File: config.mk
export PLATFORM = sky130hd
export DESIGN_NAME = hack_kbd_fifo
export DESIGN_NICKNAME = d
export VERILOG_FILES = /design/src/rtl/hack_pkg.sv /design/src/rtl/hack_sync_fifo.sv /design/src/rtl/hack_kbd_fifo.sv
export SDC_FILE = /design/constraint.sdc
export NUM_CORES = 1
export LEC_CHECK = 0
export CAP_MARGIN = 40
export CORE_MARGIN = 2
export CORE_UTILIZATION = 32
export CTS_CLUSTER_SIZE = 8
export DETAILED_ROUTE_END_ITERATION = 16
export GPL_TIMING_DRIVEN = 0
export PLACE_DENSITY_LB_ADDON = 0.1
export SLEW_MARGIN = 10
export SYNTH_ARGS = -nofsm -noshare
export SYNTH_HDL_FRONTEND = slang
export SYNTH_SLANG_ARGS = --single-unit
File: constraint.sdc
create_clock -name clk -period 8.8 [get_ports clk]
set_clock_uncertainty 0.05 [all_clocks]
set_input_delay 1.76 -clock clk [delete_from_list [all_inputs] [get_ports clk]]
set_output_delay 1.76 -clock clk [all_outputs]
set_load 0.03 [all_outputs]
File: src/rtl/hack_pkg.sv
// Shared Hack platform definitions: word width, KBD register address, keyboard FSM states.
package hack_pkg;
   localparam int          HACK_WORD_W = 16;
   localparam logic [15:0] KBD_ADDR    = 16'h6000;

   typedef enum logic [1:0] {
      IDLE,
      SHOW,
      GAP
   } kbd_state_t;
endpackage

File: src/rtl/hack_sync_fifo.sv
// Generic synchronous FIFO: storage, wrapping pointers and an occupancy count.
// A push while full is accepted only when a pop happens in the same cycle.
module hack_sync_fifo #(
   parameter int DEPTH = 8,
   parameter int W     = 16
) (
   input  logic                   clk,
   input  logic                   reset,
   input  logic                   push,
   input  logic                   pop,
   input  logic [W-1:0]           wr_data,
   output logic [W-1:0]           rd_data,
   output logic [$clog2(DEPTH):0] count,
   output logic                   full,
   output logic                   empty
);
   localparam int AW = $clog2(DEPTH);

   logic [W-1:0]  mem [DEPTH];
   logic [AW-1:0] wr_ptr;
   logic [AW-1:0] rd_ptr;
   logic          do_push;
   logic          do_pop;

   assign do_pop  = pop && !empty;
   assign do_push = push && (!full || do_pop);

   always_ff @(posedge clk) begin
      if (do_push) mem[wr_ptr] <= wr_data;
   end

   always_ff @(posedge clk) begin
      if (reset) begin
         wr_ptr <= '0;
         rd_ptr <= '0;
         count  <= '0;
      end else begin
         if (do_push) wr_ptr <= wr_ptr + 1'b1;
         if (do_pop)  rd_ptr <= rd_ptr + 1'b1;
         unique case ({do_push, do_pop})
            2'b10:   count <= count + 1'b1;
            2'b01:   count <= count - 1'b1;
            default: count <= count;
         endcase
      end
   end

   assign rd_data = mem[rd_ptr];
   assign full    = (count == (AW + 1)'(DEPTH));
   assign empty   = (count == '0);
endmodule

File: src/rtl/hack_kbd_fifo.sv
// Keyboard stage feeding the Hack KBD register: buffers key codes, shows the oldest,
// and forces a zero gap after each ack. Define HACK_KBD_OVF_CNT_EN to add drop_cnt.
module hack_kbd_fifo
   import hack_pkg::*;
#(
   parameter int DEPTH      = 8,
   parameter int GAP_CYCLES = 4,
   parameter int CODE_W     = HACK_WORD_W
) (
   input  logic                   clk,
   input  logic                   reset,
   input  logic                   in_valid,
   input  logic [CODE_W-1:0]      in_code,
   input  logic                   kbd_ack,
   output logic [CODE_W-1:0]      kbd_out,
   output logic [$clog2(DEPTH):0] count,
   output logic                   full,
   output logic                   overflow
`ifdef HACK_KBD_OVF_CNT_EN
   ,output logic [7:0]            drop_cnt
`endif
);
   localparam logic [7:0] GAP_LOAD = 8'(GAP_CYCLES);

   kbd_state_t        state, state_n;
   logic [7:0]        gap_cnt, gap_n;
   logic [CODE_W-1:0] kbd_out_n;
   logic [CODE_W-1:0] rd_data;
   logic              empty;
   logic              push_req;
   logic              pop;
   logic              drop;

   assign push_req = in_valid && (in_code != '0);
   assign drop     = push_req && full && !pop;

   hack_sync_fifo #(
      .DEPTH (DEPTH),
      .W     (CODE_W)
   ) u_fifo (
      .clk     (clk),
      .reset   (reset),
      .push    (push_req),
      .pop     (pop),
      .wr_data (in_code),
      .rd_data (rd_data),
      .count   (count),
      .full    (full),
      .empty   (empty)
   );

   always_comb begin
      state_n   = state;
      gap_n     = gap_cnt;
      kbd_out_n = kbd_out;
      pop       = 1'b0;
      unique case (state)
         IDLE: begin
            kbd_out_n = '0;
            if (!empty) begin
               state_n   = SHOW;
               kbd_out_n = rd_data;
            end
         end
         SHOW: begin
            if (kbd_ack) begin
               pop       = 1'b1;
               gap_n     = GAP_LOAD;
               kbd_out_n = '0;
               state_n   = GAP;
            end
         end
         GAP: begin
            kbd_out_n = '0;
            // Leave on the decrement to zero so the output is 0 for exactly GAP_CYCLES cycles.
            if (gap_cnt <= 8'd1) begin
               gap_n = '0;
               if (!empty) begin
                  state_n   = SHOW;
                  kbd_out_n = rd_data;
               end else begin
                  state_n = IDLE;
               end
            end else begin
               gap_n = gap_cnt - 8'd1;
            end
         end
         default: begin
            state_n   = IDLE;
            kbd_out_n = '0;
         end
      endcase
   end

   always_ff @(posedge clk) begin
      if (reset) begin
         state    <= IDLE;
         gap_cnt  <= '0;
         kbd_out  <= '0;
         overflow <= 1'b0;
      end else begin
         state   <= state_n;
         gap_cnt <= gap_n;
         kbd_out <= kbd_out_n;
         if (drop) overflow <= 1'b1;
      end
   end

`ifdef HACK_KBD_OVF_CNT_EN
   always_ff @(posedge clk) begin
      if (reset)                        drop_cnt <= '0;
      else if (drop && drop_cnt != '1)  drop_cnt <= drop_cnt + 8'd1;
   end
`endif
endmodule

=== Yosys cells after proc, flatten, opt, wreduce, memory -nomap -nowiden ===
Memory sizes are Yosys's and may differ from the RTL's. A register that Yosys moved wholly into a read port is not among the register bits.
Cells that the tools add are included.

* Add/sub/neg operators: 5
* $lt $le $gt $ge: 1
* Eq/ne operators: 8
* Mux-type cells: 19
* Reduce and logical (&&, ||, !) cells: 16

{| class="wikitable"
|+ Operators by type and width
! cell !! count
|-
| 16-bit two-way mux || 3
|-
| 16-bit one-hot mux with 3 select lines || 1
|-
| 8-bit two-way mux || 2
|-
| 8-bit one-hot mux with 2 select lines || 1
|-
| 16-bit nonzero test || 1
|-
| 8-bit by 1-bit <= comparator with 1-bit output, second input constant || 1
|-
| 4-bit one-hot mux with 2 select lines || 1
|-
| 8-bit by 1-bit subtractor with 8-bit output, second input constant || 1
|-
| 3-bit by 1-bit adder with 3-bit output, second input constant || 2
|-
| 2-bit two-way mux || 3
|-
| 3-bit two-way mux || 2
|-
| 2-bit inequality test, second input constant || 3
|-
| 2-bit one-hot mux with 3 select lines || 1
|-
| 1-bit logical AND || 5
|-
| 1-bit two-way mux || 5
|-
| 4-bit by 1-bit adder with 4-bit output, second input constant || 1
|-
| 2-bit by 1-bit equality test with 1-bit output, second input constant || 2
|-
| 2-bit equality test, second input constant || 2
|-
| 4-bit equality test, second input constant || 1
|-
| 4-bit logical NOT || 1
|-
| 2-bit nonzero test || 2
|-
| 4-bit by 1-bit subtractor with 4-bit output, second input constant || 1
|-
| 1-bit logical NOT || 3
|-
| 3-bit AND reduction || 1
|-
| 3 further kinds || 3
|}

* Bits in registers: 37
* RAM bits: 128
* Input port bits: 20
* Memories: 1

{| class="wikitable"
|+ Memory list
! memory !! words !! bits a word !! rd ports !! clocked after memory_dff !! write ports !! RTL line !! source
|-
| u_fifo.mem || 8 || 16 || 1 || 1 || 1 || hack_sync_fifo.sv:19 || <nowiki>logic [W-1:0] mem [DEPTH];</nowiki>
|}

=== Depth between registers and ports, before layout ===
* Depth in word-level cells: 7
* Mapped depth: 10
* Mapped depth without buffers: 9

=== By module ===
Synthesis repeated with hierarchy kept, for this count alone.

* Cell total of the unflattened synthesis: 382
* Area, all modules: 6786.5 µm²

{| class="wikitable"
|+ By module, submodules not included
! module !! instances !! cells an instance !! area an instance (µm²) !! sequential area each (µm²)
|-
| hack_sync_fifo || 1 || 271 || 5662.9 || 4103.9
|-
| hack_kbd_fifo || 1 || 111 || 1123.6 || 540.5
|}

=== Worst setup path before layout ===
Ideal clock, no wire load.

* Kind: input to register
* From: input port in_code[2]
* To: memory u_fifo.mem[2][0] (enable)
* Setup time: 0.436 ns
* Arrival time: 4.077 ns
* Required time: 8.314 ns
* Path slack: 4.236 ns
* Stages on the path: 4
* Buffers on the path: 0
* Cell sequence: nor4_1 -> a41oi_1 -> nand2_1 -> nor4b_1

* Cells in the longest elaborated chain, start to end: 5

{| class="wikitable"
|+ RTL lines
! item !! RTL line !! source
|-
| start: declaration || hack_kbd_fifo.sv:13 || <nowiki>input logic [CODE_W-1:0] in_code,</nowiki>
|-
| 16-bit nonzero test || hack_kbd_fifo.sv:34 || <nowiki>assign push_req = in_valid && (in_code != '0);</nowiki>
|-
| 1-bit logical AND || hack_kbd_fifo.sv:34 ||
|-
| 1-bit logical AND || hack_sync_fifo.sv:26 || <nowiki>assign do_push = push && (!full || do_pop);</nowiki>
|-
| 1-bit two-way mux || hack_sync_fifo.sv:29 || <nowiki>if (do_push) mem[wr_ptr] <= wr_data;</nowiki>
|-
| 1-bit two-way mux (implied by the code) || hack_sync_fifo.sv:29 ||
|-
| end: declaration || hack_sync_fifo.sv:19 ||
|}

Every way passes these cells.

=== Worst setup path in the final report ===
* From: input port in_code[3]
* To: register u_fifo.count[3]

* Cells in the longest elaborated chain, start to end: 5

{| class="wikitable"
|+ RTL lines
! item !! RTL line !! source
|-
| 16-bit nonzero test (*) || hack_kbd_fifo.sv:34 ||
|-
| 1-bit logical AND (*) || hack_kbd_fifo.sv:34 ||
|-
| 1-bit logical AND (*) || hack_sync_fifo.sv:26 ||
|-
| 2-bit by 1-bit equality test with 1-bit output / 2-bit equality test (equally long branches) || hack_sync_fifo.sv:40 || <nowiki>unique case ({do_push, do_pop})</nowiki>
|-
| 4-bit one-hot mux with 2 select lines / 2-bit nonzero test (equally long branches) || n/a ||
|-
| end signal: assignment || hack_sync_fifo.sv:41 || <nowiki>2'b10: count <= count + 1'b1;</nowiki>
|-
| end signal: assignment || hack_sync_fifo.sv:42 || <nowiki>2'b01: count <= count - 1'b1;</nowiki>
|-
| end signal: assignment || hack_sync_fifo.sv:43 || <nowiki>default: count <= count;</nowiki>
|-
| end: declaration || hack_sync_fifo.sv:13 || <nowiki>output logic [$clog2(DEPTH):0] count,</nowiki>
|}

Mark *: on every way between the ends. The rest lies on a longest branch, timed or not.
A chain may end at the register's enable or synchronous reset.

==> results.cfg <==
[clock_tree]
cts_hold_buf = 0
cts_tree = built
htree_levels = 4
post_cts_buffers = 0
cts_buffers = 17
cts.path.max_buffers = 2
cts_root_buf = clkbuf_16
insertion_delay_ns = 0.43
cts.clk_slew.worst_paths_ns = 0.07
cts_resized = 0
clkSinkCount = 168

[floorplanning]
dieArea_mm2 = 0.0218
placementRows = 52
pin_count = 42
core_mm2 = 0.0202
die_w_um = 148
start_util = 0.326
die_h_um = 148

[setup_path]
crit_buf_inv = 3
crit_path_start_kind = input port
critPathMaxFanout = 9
rrSetupSlack_ns = 5.78
critPathTopFamily = buffers and inverters
critical_path_depth = 11
path_cells = clkdlybuf4s50_1 -> nor4_1 -> a41oi_1 -> nand2b_1 -> clkbuf_1 -> inv_1 -> ha_1 -> a21o_1 -> a21oi_1 -> mux2_2 -> mux2_2
cpPeakStageDelay_ns = 0.58
worst_ep_required_time_ns = 9.07
slowest_stage = nor4_1
worst_path_most_repeated_cell = mux2_2
path_class = in2reg
rr_worst_depth = 10
r2r_end = u_fifo.count[3]$_SDFFE_PP0P_
cp-end-kind = register
worstPathArrival_ns = 5.08
r2r_start = u_fifo.count[0]$_SDFFE_PP0P_

[final_layout]
antenna_cells = 0
syn_to_final_growth_pct = 23.6
layout_common_cells = edfxtp_1 (128), clkdlybuf4s50_1 (41), dfxtp_1 (40)
stdcell_count = 753
final_nets = 497
layout-drive-gt1-share = 0.219
seq_area_mm2 = 0.00464
fillCellCount = 1840
final_common_cell = edfxtp_1
multi_input_area_mm2 = 0.00186

[logic_synthesis]
yosysTopAreaCell = edfxtp_1
yosysWarningCount = 0
syn_inst = 391
ys_seq_area_frac = 0.703
yosys-top-cells-area = edfxtp_1 (58%), dfxtp_1 (12%), mux4_2 (11%), mux2i_1 (2.6%), nor2_1 (2.3%)
ys_ff_latch = 168
synthFlopType = edfxtp_1
async_flop_share = 0
synth_top_area_frac = 0.582
yosysUniqueCellTypes = 46
syn_nets = 418
postSynthAreaPerCell_um2 = 16.9
syn_area_mm2 = 0.00661
synth_edf_count = 128

[sta]
relSlewSlack = 0.382
whs_ns = 0.417
worst_pin_slew_ns = 0.928
tns_ns = 0
min_period_ns = 4.81
grt_setup_unrepaired = no
drv_slew = 0
hold_viol = 0
finalSetupViolations = 0
fin_crit_sh = 0.547
max_freq_mhz = 208

[route]
wl_mm = 14.8
postRouteAntennaNets = 0
wire_per_inst_um = 19.6
via_count = 3654
firstDrtPassIters = 4
top_layer_used = met4
routed-wl-met2_mm = 6.89
met3_length_um = 757
drc = 0
drtIter0Drc = 311
drt-met1-wl_mm = 6.93
vias_per_cell = 4.85

[min_path]
hold_path_class = reg2reg
holdPathEnd = overflow$_SDFFE_PP0P_
whs_path_depth = 2
hp-start = overflow$_SDFFE_PP0P_

[global_routing]
grt_pass1_wl_mm = 22.8
antenna_found_initial = 0
grt_max_degree = 17
grt_usage = 0.144
grt_remaining_overflow = 0
grt_pass1_vias = 3690

[power]
peakVddDrop_mv = 0.118
p_per_area_mw_per_mm2 = 221
finalPower_uw = 1800
p_leak_uw = 0.00271

[placed_design]
gp_congestion = 0.706
dp.cells = 721
post-dp-hpwl_mm = 10.0
port_buffers = 41

[run_status]
status = completed

[job]
drv_cap = 0
==> logic make-up (layout without fill, tap and decap cells) <==
logic type / count (synthesis) / after routing / synth area share
AOI/OAI and AO/OA: 46 / 46 / 0.0519
and+or+nand+nor: 87 / 87 / 0.0644
buffers and inverters: 27 / 119 / 0.0212
adders and majority gates: 7 / 7 / 0.0144
DFF: 168 / 168 / 0.703
xor gates and xnor gates: 5 / 5 / 0.00663
muxes: 51 / 51 / 0.138
==> cell usage after synthesis (2+ instances only) <==
cell type / number
a211oi_1: 3
a21o_1: 2
a21oi_1: 11
a2bb2oi_1: 16
a31oi_1: 3
and2_1: 3
buf_2: 5
buf_6: 2
clkbuf_1: 8
dfxtp_1: 40
edfxtp_1: 128
ha_1: 6
inv_1: 9
mux2_2: 2
mux2i_1: 17
mux4_2: 32
nand2_1: 12
nand2b_1: 2
nand3_1: 4
nand3b_1: 2
nor2_1: 40
nor2b_1: 2
nor3_1: 5
nor3b_1: 3
nor4_1: 7
o21ai_0: 4
xnor2_1: 2
xor2_1: 3
==> per-layer routing <==
layer,GRT usage,vias up
met5,0,-
met4,0.0476,0
met3,0.0336,14
met2,0.223,81
met1,0.202,1853
li1,-,1706
==> report_power, final <==
group	switching, µW	total, µW	leakage [µW]	internal (µW)
clock network	323	758	0.000295	435
logic	83.8	155	0.000925	71.3
registers	12.3	891	0.00149	878
total	419	1800	0.00271	1380
==> final cells by class <==
cell class,count,area share
Tap cell,270,0.0414
Inverter,9,0.00414
Clock buffer,19,0.0542
Sequential cell,168,0.569
Clock inverter,13,0.0195
Buffer,18,0.0130
Multi-Input combinational cell,196,0.228
Timing Repair Buffer,60,0.0711
==> state kept, by name, indices dropped and copies added (netlist names), named ones only <==
name and flops:
state 2, u_fifo.mem 128, u_fifo.count 4, gap_cnt 8
kbd_out 16, overflow 1, u_fifo.rd_ptr 3, u_fifo.wr_ptr 3
==> worst register-to-register path, cell delays in order, from the launching register on <==
cell	delay, ns
dfxtp_1	0.37
nor4_1	0.46
nor2_1	0.23
nand2b_1	0.12
clkbuf_1	0.32
inv_1	0.12
ha_1	0.28
a21o_1	0.17
a21oi_1	0.17
mux2_2	0.35
mux2_2	0.27
==> worst max-delay path by stage <==
stage | from | to | slack (ns)
after floorplan | in_code[2] | u_fifo.mem[2][0]$_DFFE_PP_ | 4.24
after global placement | in_code[4] | u_fifo.mem[2][4]$_DFFE_PP_ | 1.24
after detailed placement | in_code[3] | u_fifo.count[3]$_SDFFE_PP0P_ | 3.44
after CTS | in_code[3] | u_fifo.count[3]$_SDFFE_PP0P_ | 3.90
after global routing | in_code[4] | u_fifo.count[3]$_SDFFE_PP0P_ | 3.67
final | in_code[3] | u_fifo.count[3]$_SDFFE_PP0P_ | 3.99
==> through the flow <==
stage | util | area, µm² | worst slack [ns]
after floorplan | - | 6610 | 4.24
after global placement | 0.363 | 7350 | 1.24
after detailed placement | 0.374 | 7560 | 3.44
after CTS | 0.404 | 8170 | 3.90
after global routing | 0.404 | 8170 | 3.67
final | 0.404 | 8170 | 3.99
No activity file was read; power rests on OpenSTA's default activity.
